<file path="src/rtl/mem_stage_pkg.sv">
// Shared encodings, FSM state type and store-lane helpers for the memory stage.
package mem_stage_pkg;

  localparam int unsigned XLEN = 32;
  localparam int unsigned BE_W = XLEN / 8;

  localparam logic [2:0] MEM_BYTE  = 3'b000;
  localparam logic [2:0] MEM_HALF  = 3'b001;
  localparam logic [2:0] MEM_WORD  = 3'b010;
  localparam logic [2:0] MEM_BYTEU = 3'b100;
  localparam logic [2:0] MEM_HALFU = 3'b101;

  localparam logic [XLEN-1:0] MEM_ERR_VAL = 32'hbaad_beef;

  typedef enum logic [1:0] {
    IDLE = 2'd0,
    BUSY = 2'd1,
    DONE = 2'd2
  } mem_state_e;

  // Access captured in IDLE and held stable for the whole BUSY phase.
  typedef struct packed {
    logic            we;
    logic [BE_W-1:0] be;
    logic [XLEN-1:0] addr;
    logic [XLEN-1:0] data;
    logic [2:0]      funct3;
    logic [1:0]      offset;
  } mem_req_t;

  // funct3[1:0] encodes size; the unused 2'b11 size is handled as a word.
  function automatic logic is_misaligned(input logic [2:0] funct3, input logic [1:0] offset);
    logic mis;
    case (funct3[1:0])
      2'b00:   mis = 1'b0;
      2'b01:   mis = offset[0];
      default: mis = |offset;
    endcase
    return mis;
  endfunction

  function automatic logic [BE_W-1:0] store_be(input logic [2:0] funct3, input logic [1:0] offset);
    logic [BE_W-1:0] be;
    case (funct3[1:0])
      2'b00:   be = 4'b0001 << offset;
      2'b01:   be = 4'b0011 << offset;
      default: be = 4'b1111;
    endcase
    return be;
  endfunction

  function automatic logic [XLEN-1:0] store_data(input logic [2:0] funct3, input logic [XLEN-1:0] regb);
    logic [XLEN-1:0] d;
    case (funct3[1:0])
      2'b00:   d = {4{regb[7:0]}};
      2'b01:   d = {2{regb[15:0]}};
      default: d = regb;
    endcase
    return d;
  endfunction

endpackage

</file>
<file path="src/rtl/mem_stage_if.sv">
// Processor <-> data-memory req/ack handshake bundle.
interface mem_stage_if;
  import mem_stage_pkg::*;

  logic            proc2mem_req;
  logic            proc2mem_we;
  logic [XLEN-1:0] proc2mem_addr;
  logic [XLEN-1:0] proc2mem_data;
  logic [BE_W-1:0] proc2mem_be;
  logic            mem2proc_ack;
  logic [XLEN-1:0] mem2proc_data;

  modport master (
    output proc2mem_req, proc2mem_we, proc2mem_addr, proc2mem_data, proc2mem_be,
    input  mem2proc_ack, mem2proc_data
  );

  modport slave (
    input  proc2mem_req, proc2mem_we, proc2mem_addr, proc2mem_data, proc2mem_be,
    output mem2proc_ack, mem2proc_data
  );
endinterface

</file>
<file path="src/rtl/mem_load_align.sv">
// Selects the addressed byte/half lane of a read word and sign- or zero-extends it.
module mem_load_align
  import mem_stage_pkg::*;
(
  input  logic [XLEN-1:0] word,
  input  logic [1:0]      offset,
  input  logic [2:0]      funct3,
  output logic [XLEN-1:0] result_c
);

  logic [7:0]  lane_b;
  logic [15:0] lane_h;

  always_comb begin
    lane_b = word[7:0];
    case (offset)
      2'd0:    lane_b = word[7:0];
      2'd1:    lane_b = word[15:8];
      2'd2:    lane_b = word[23:16];
      default: lane_b = word[31:24];
    endcase
    lane_h = offset[1] ? word[31:16] : word[15:0];

    result_c = word;
    case (funct3)
      MEM_BYTE:  result_c = {{24{lane_b[7]}}, lane_b};
      MEM_BYTEU: result_c = {24'h0, lane_b};
      MEM_HALF:  result_c = {{16{lane_h[15]}}, lane_h};
      MEM_HALFU: result_c = {16'h0, lane_h};
      default:   result_c = word;
    endcase
  end

endmodule

</file>
<file path="src/rtl/mem_stage.sv">
// Memory-access stage: drives the data-memory handshake, aligns load data and
// stalls upstream while an access is outstanding.
module mem_stage
  import mem_stage_pkg::*;
#(
  parameter int unsigned MEM_TIMEOUT = 16
) (
  input  logic            clk,
  input  logic            rst,
  input  logic [XLEN-1:0] ex_mem_alu_result,
  input  logic [XLEN-1:0] ex_mem_regb,
  input  logic [2:0]      ex_mem_funct3,
  input  logic            ex_mem_rd_mem,
  input  logic            ex_mem_wr_mem,
  input  logic            ex_mem_valid_inst,
  mem_stage_if.master     dmem,
  output logic [XLEN-1:0] mem_result_out,
  output logic            mem_stall_out,
  output logic            mem_misaligned_out,
  output logic            mem_err_out
);

  localparam int unsigned CNT_W = (MEM_TIMEOUT > 2) ? $clog2(MEM_TIMEOUT) : 1;

  mem_state_e      state;
  logic [CNT_W-1:0] cnt;
  mem_req_t        req_q;
  logic [XLEN-1:0] result_q;
  logic            err_q;

  logic            mem_op;
  logic            misaligned;
  logic [XLEN-1:0] load_val;

  assign mem_op     = ex_mem_valid_inst & (ex_mem_rd_mem | ex_mem_wr_mem);
  assign misaligned = is_misaligned(ex_mem_funct3, ex_mem_alu_result[1:0]);

  mem_load_align u_load_align (
    .word     (dmem.mem2proc_data),
    .offset   (req_q.offset),
    .funct3   (req_q.funct3),
    .result_c (load_val)
  );

  // State, latched access and captured result.
  always_ff @(posedge clk) begin
    if (rst) begin
      state    <= IDLE;
      cnt      <= '0;
      req_q    <= '0;
      result_q <= '0;
      err_q    <= 1'b0;
    end else begin
      err_q <= 1'b0;
      case (state)
        IDLE: begin
          if (mem_op && !misaligned) begin
            // A load wins when both rd and wr are flagged.
            req_q.we     <= ex_mem_wr_mem & ~ex_mem_rd_mem;
            req_q.be     <= store_be(ex_mem_funct3, ex_mem_alu_result[1:0]);
            req_q.addr   <= {ex_mem_alu_result[XLEN-1:2], 2'b00};
            req_q.data   <= store_data(ex_mem_funct3, ex_mem_regb);
            req_q.funct3 <= ex_mem_funct3;
            req_q.offset <= ex_mem_alu_result[1:0];
            cnt          <= '0;
            state        <= BUSY;
          end
        end
        BUSY: begin
          if (dmem.mem2proc_ack) begin
            result_q <= req_q.we ? '0 : load_val;
            state    <= DONE;
          end else if (cnt == CNT_W'(MEM_TIMEOUT - 1)) begin
            result_q <= MEM_ERR_VAL;
            err_q    <= 1'b1;
            state    <= DONE;
          end else begin
            cnt <= cnt + CNT_W'(1);
          end
        end
        DONE:    state <= IDLE;
        default: state <= IDLE;
      endcase
    end
  end

  // Pass-through, misalignment and stall are resolved in the same cycle in IDLE.
  always_comb begin
    mem_result_out     = '0;
    mem_stall_out      = 1'b0;
    mem_misaligned_out = 1'b0;
    case (state)
      IDLE: begin
        if (mem_op) begin
          mem_misaligned_out = misaligned;
          mem_stall_out      = ~misaligned;
        end else begin
          mem_result_out = ex_mem_alu_result;
        end
      end
      BUSY:    mem_stall_out  = 1'b1;
      DONE:    mem_result_out = result_q;
      default: ;
    endcase
  end

  assign dmem.proc2mem_req  = (state == BUSY);
  assign dmem.proc2mem_we   = req_q.we;
  assign dmem.proc2mem_addr = req_q.addr;
  assign dmem.proc2mem_data = req_q.data;
  assign dmem.proc2mem_be   = req_q.be;
  assign mem_err_out        = err_q;

endmodule

</file>
<file path="src/flat_wrapper.sv">
// flat-port wrapper written by rule: the top's interface ports become plain ports
module mem_stage_flat import mem_stage_pkg::*;
#(
  parameter int unsigned MEM_TIMEOUT = 16
)
  (clk, rst, ex_mem_alu_result, ex_mem_regb, ex_mem_funct3, ex_mem_rd_mem, ex_mem_wr_mem, ex_mem_valid_inst, mem_result_out, mem_stall_out, mem_misaligned_out, mem_err_out, dmem_proc2mem_req, dmem_proc2mem_we, dmem_proc2mem_addr, dmem_proc2mem_data, dmem_proc2mem_be, dmem_mem2proc_ack, dmem_mem2proc_data);
  mem_stage_if dmem_i ();
  input  logic clk;
  input  logic rst;
  input  logic [XLEN-1:0] ex_mem_alu_result;
  input  logic [XLEN-1:0] ex_mem_regb;
  input  logic [2:0] ex_mem_funct3;
  input  logic ex_mem_rd_mem;
  input  logic ex_mem_wr_mem;
  input  logic ex_mem_valid_inst;
  output logic [XLEN-1:0] mem_result_out;
  output logic mem_stall_out;
  output logic mem_misaligned_out;
  output logic mem_err_out;
  output wire logic [$bits(dmem_i.proc2mem_req)-1:0] dmem_proc2mem_req;
  output wire logic [$bits(dmem_i.proc2mem_we)-1:0] dmem_proc2mem_we;
  output wire logic [$bits(dmem_i.proc2mem_addr)-1:0] dmem_proc2mem_addr;
  output wire logic [$bits(dmem_i.proc2mem_data)-1:0] dmem_proc2mem_data;
  output wire logic [$bits(dmem_i.proc2mem_be)-1:0] dmem_proc2mem_be;
  input wire logic [$bits(dmem_i.mem2proc_ack)-1:0] dmem_mem2proc_ack;
  input wire logic [$bits(dmem_i.mem2proc_data)-1:0] dmem_mem2proc_data;
  assign dmem_proc2mem_req = dmem_i.proc2mem_req;
  assign dmem_proc2mem_we = dmem_i.proc2mem_we;
  assign dmem_proc2mem_addr = dmem_i.proc2mem_addr;
  assign dmem_proc2mem_data = dmem_i.proc2mem_data;
  assign dmem_proc2mem_be = dmem_i.proc2mem_be;
  assign dmem_i.mem2proc_ack = dmem_mem2proc_ack;
  assign dmem_i.mem2proc_data = dmem_mem2proc_data;
  mem_stage #(.MEM_TIMEOUT(MEM_TIMEOUT)) u_core (.clk(clk), .rst(rst), .ex_mem_alu_result(ex_mem_alu_result), .ex_mem_regb(ex_mem_regb), .ex_mem_funct3(ex_mem_funct3), .ex_mem_rd_mem(ex_mem_rd_mem), .ex_mem_wr_mem(ex_mem_wr_mem), .ex_mem_valid_inst(ex_mem_valid_inst), .dmem(dmem_i), .mem_result_out(mem_result_out), .mem_stall_out(mem_stall_out), .mem_misaligned_out(mem_misaligned_out), .mem_err_out(mem_err_out));
endmodule
</file>
<file path="config.mk">
export PLATFORM = sky130hd
export DESIGN_NAME = mem_stage_flat
export DESIGN_NICKNAME = d
export VERILOG_FILES = /design/src/rtl/mem_stage_pkg.sv /design/src/rtl/mem_stage_if.sv /design/src/rtl/mem_load_align.sv /design/src/rtl/mem_stage.sv /design/src/flat_wrapper.sv
export SDC_FILE = /design/constraint.sdc
export NUM_CORES = 1
export LEC_CHECK = 0
export ABC_AREA = 1
export CORE_MARGIN = 5
export CORE_UTILIZATION = 46
export CTS_BUF_LIST = sky130_fd_sc_hd__clkbuf_16
export DETAILED_ROUTE_END_ITERATION = 8
export GPL_TIMING_DRIVEN = 0
export PLACE_DENSITY = 0.81
export SLEW_MARGIN = 0
export SYNTH_ARGS = -nofsm -noshare
export SYNTH_HDL_FRONTEND = slang
export SYNTH_SLANG_ARGS = --single-unit
</file>
<file path="constraint.sdc">
create_clock -name clk -period 1.7 [get_ports clk]
set_input_delay 0.34 -clock clk [delete_from_list [all_inputs] [get_ports clk]]
set_output_delay 0.34 -clock clk [all_outputs]
set_load 0.1 [all_outputs]
</file>
==> impl_metrics.py <==
metrics = {
    "timing": {
        "slew_viol_final": 0,
        "finalCritPeriodShare_pct": 112,
        "hold_viol": 0,
        "period_minus_slack_ps": 1900,
        "worstMarginPinSlew_ps": 696,
        "whs_ps": 353,
        "grt_setup_unrepaired": "yes",
        "setup_violations": 36,
        "clock.fmax_mhz": 527,
        "relSlewSlack_pct": 53.6,
        "fin_ws_ps": -198,
        "clock_skew_ps": 10.1,
    },
    "die": {
        "io_pins": 210,
        "start_util_pct": 47.2,
        "fp.dieH_um": 124,
        "rows": 41,
        "die_area_sq_um": 15400,
        "core_sq_um": 12700,
        "die_w_um": 124,
    },
    "setup_path": {
        "end_kind": "primary output",
        "cp_max_fo": 5,
        "crit_family": "buffers and inverters",
        "max_stage_delay_ps": 320,
        "crit_cells": 6,
        "start_kind": "primary input",
        "reg2reg_slack_ps": -20,
        "crit_path_start": "ex_mem_wr_mem",
        "ff2ff_path_depth": 9,
        "path_cells": "clkdlybuf4s15_2 -> o21ai_4 -> clkbuf_8 -> nand3_4 -> nand2_4 -> buf_12",
        "cp_slowest_cell": "o21ai_4",
        "crit_buf_inv": 3,
        "r2r-start": "u_core.state[1]",
        "crit_type": "in -> out",
        "regToRegEndpoint": "u_core.dmem.proc2mem_addr[30]",
        "critPathArrivalTime_ps": 1560,
        "critical_path_required_ps": 1360,
    },
    "finish": {
        "fin_util_pct": 78.3,
        "drive_gt1_share_pct": 31.8,
        "final_nets": 1240,
        "area_growth_pct": 66.0,
    },
    "placement": {
        "place_congestion": 0.955,
        "io_buffers": 205,
        "place_hpwl_mm": 16.4,
    },
    "power": {
        "powerDensity_nw_per_um2": 851,
        "p_leak_nw": 4.28,
        "max-vdd-ir-drop_v": 0.000525,
    },
    "detailed_routing": {
        "postRouteAntennaNets": 0,
        "post_drt_wl_per_cell_um": 19.8,
        "firstDrtPassIters": 5,
        "viasPerCell": 5.54,
        "wirelength_mm": 26.0,
        "drc": 0,
        "dr.first_iter.drc_count": 809,
        "vias": 7280,
    },
    "cts": {
        "postCtsHoldBufs": 0,
        "cts_tree": "yes",
        "cts.clk_slew.worst_paths_ps": 70,
        "cts_sinks": 111,
        "clk-insertion-delay-late_ps": 360,
        "numCtsBuffers": 9,
        "clock_path_buffers": 2,
        "cts.htree.levels": 3,
        "cts-root-buf": "clkbuf_16",
    },
    "hold_path": {
        "hp-start": "ex_mem_funct3[1]",
        "hp-class": "in -> reg",
        "worstHoldEndpoint": "u_core.dmem.proc2mem_data[18]",
        "min_path_cells": 5,
    },
    "run_status": {
        "violations": "negative setup slack",
        "status": "finished, violations left",
    },
    "synthesis": {
        "syn_inst": 895,
        "yosysTopAreaCellShare_pct": 37.2,
        "syn_area_per_cell_sq_um": 6.68,
        "synth-warning-count": 0,
        "ys.flop_type": "dfxtp_1",
        "async_flop_share_pct": 0,
        "yosysSeqAreaShare_pct": 37.2,
        "synth_commonest_cells": "239 x nand2_1, 123 x a21oi_1, 111 x dfxtp_1, 74 x nand3_1, 71 x nor2_1",
        "synthTopCellsByArea": "dfxtp_1 37%, nand2_1 15%, a21oi_1 10%",
        "syn-cell-area_sq_um": 5970,
        "synth_edf_count": 0,
        "synth_top_cell_by_area": "dfxtp_1",
        "yosysUniqueCellTypes": 32,
        "synth-seq-cells": 111,
        "synthMostInstantiatedCell": "nand2_1",
    },
    "flow_run": {
        "cap_viol_max_count": 0,
    },
    "global_routing": {
        "grt-ovfl-total": 0,
        "grt_pass1_vias": 6931,
        "antenna_found_initial": 2,
        "grt.total_usage_pct": 32.8,
        "grt_max_degree": 19,
        "grt_pass1_wl_mm": 38.5,
    },
}
==> metal layers <==
metal | wire length (um) | share of wire (%) | GRT usage [%] | up-vias
met1 | 9730 | 37 | 40.1 | 3342
met4 | 1860 | 7.2 | 20.2 | 0
met2 | 12100 | 47 | 53.6 | 474
met3 | 2230 | 8.6 | 5.81 | 130
li1 | - | - | - | 3334
met5 | 0 | 0 | 0 | -
==> worst reg2reg max path, cell delays in order, from the launching register on <==
cell	delay, ps
dfxtp_4	380
inv_6	80
nand2_8	70
nor2_4	150
nand2_4	70
buf_4	190
inv_2	100
buf_4	220
nand2_1	120
a21oi_2	250
==> sequential cells by signal (all words and copies together) (netlist names) <==
name	count
u_core.dmem.proc2mem_data	32
u_core.result_q	32
u_core.dmem.proc2mem_addr	30
u_core.req_q	5
u_core.cnt	4
u_core.dmem.proc2mem_be	4
u_core.state	2
u_core.dmem.proc2mem_we	1
u_core.mem_err_out	1
==> cells by family (layout without fill, tap and decap cells) <==
kind of cell,count (synthesis),after routing,share of synthesized area [%]
compound gates,210,211,17.9
xor+xnor,1,1,0.147
fa+ha+maj,1,1,0.209
buf+inv,166,408,16.1
flops,111,111,37.2
other cells,1,4,0.0628
simple gates,405,405,28.4
==> power breakdown <==
group          internal, mW  switching (mW)
registers              2.73          0.0888
logic                  1.13            2.28
clock network          1.15            1.05
==> worst max-delay path by stage <==
stage                    endpoint  slack, ps
2_1_floorplan   mem_result_out[0]       -220
3_3_place_gp    mem_result_out[4]      -1670
3_5_place_dp   mem_result_out[22]      -1680
4_1_cts         mem_result_out[4]       -180
5_1_grt         mem_result_out[4]       -230
6_report       mem_result_out[22]       -200
==> timing repair <==
item,in CTS,in global routing
endpoints found under the setup margin,178,172
pin swaps,53,37
buffers inserted,6,10
cloned,7,0
resized for setup,661,132
==> per-stage QoR <==
stage / setup WS [ps] / instance area (sq um) / TNS [ps] / power, mW / cells
after floorplan: -216 / 6250 / -536 / 4.96 / 896
after global routing: -227 / 9920 / -6210 / 8.69 / 1313
after CTS: -184 / 9980 / -4600 / 8.30 / 1302
final: -198 / 9920 / -5300 / 8.44 / 1313
after detailed placement: -1680 / 8520 / -103980 / 5.78 / 1273
after global placement: -1670 / 8520 / -100750 / 5.76 / 1273
==> final cells by class <==
cell class	count	area, sq um
repair buffers	227	2430
diodes	2	5.00
clock inverters	7	72.6
plain buffers	124	947
well taps	172	215
fillers	855	2750
flip-flops and latches	111	2230
multi-input cells	620	3600
inverters	41	188
clock buffers	9	225
==> layout by cell type, fill, tap and decap left out, types with 8 or more instances in the layout <==
cell type and instances:
buf_4 87, buf_12 35, clkdlybuf4s18_2 22, nand2_1 206, clkdlybuf4s15_2 8, buf_2 50, inv_1 30, nand3_2 9
nor2_1 70, o21ai_1 18, nand2_4 34, clkdlybuf4s50_1 96, nand3_4 30, nand3_1 35, a21oi_1 118, clkbuf_1 21
clkbuf_16 15, o21ai_0 56, dfxtp_1 107
(Power assumes the default switching activity.)
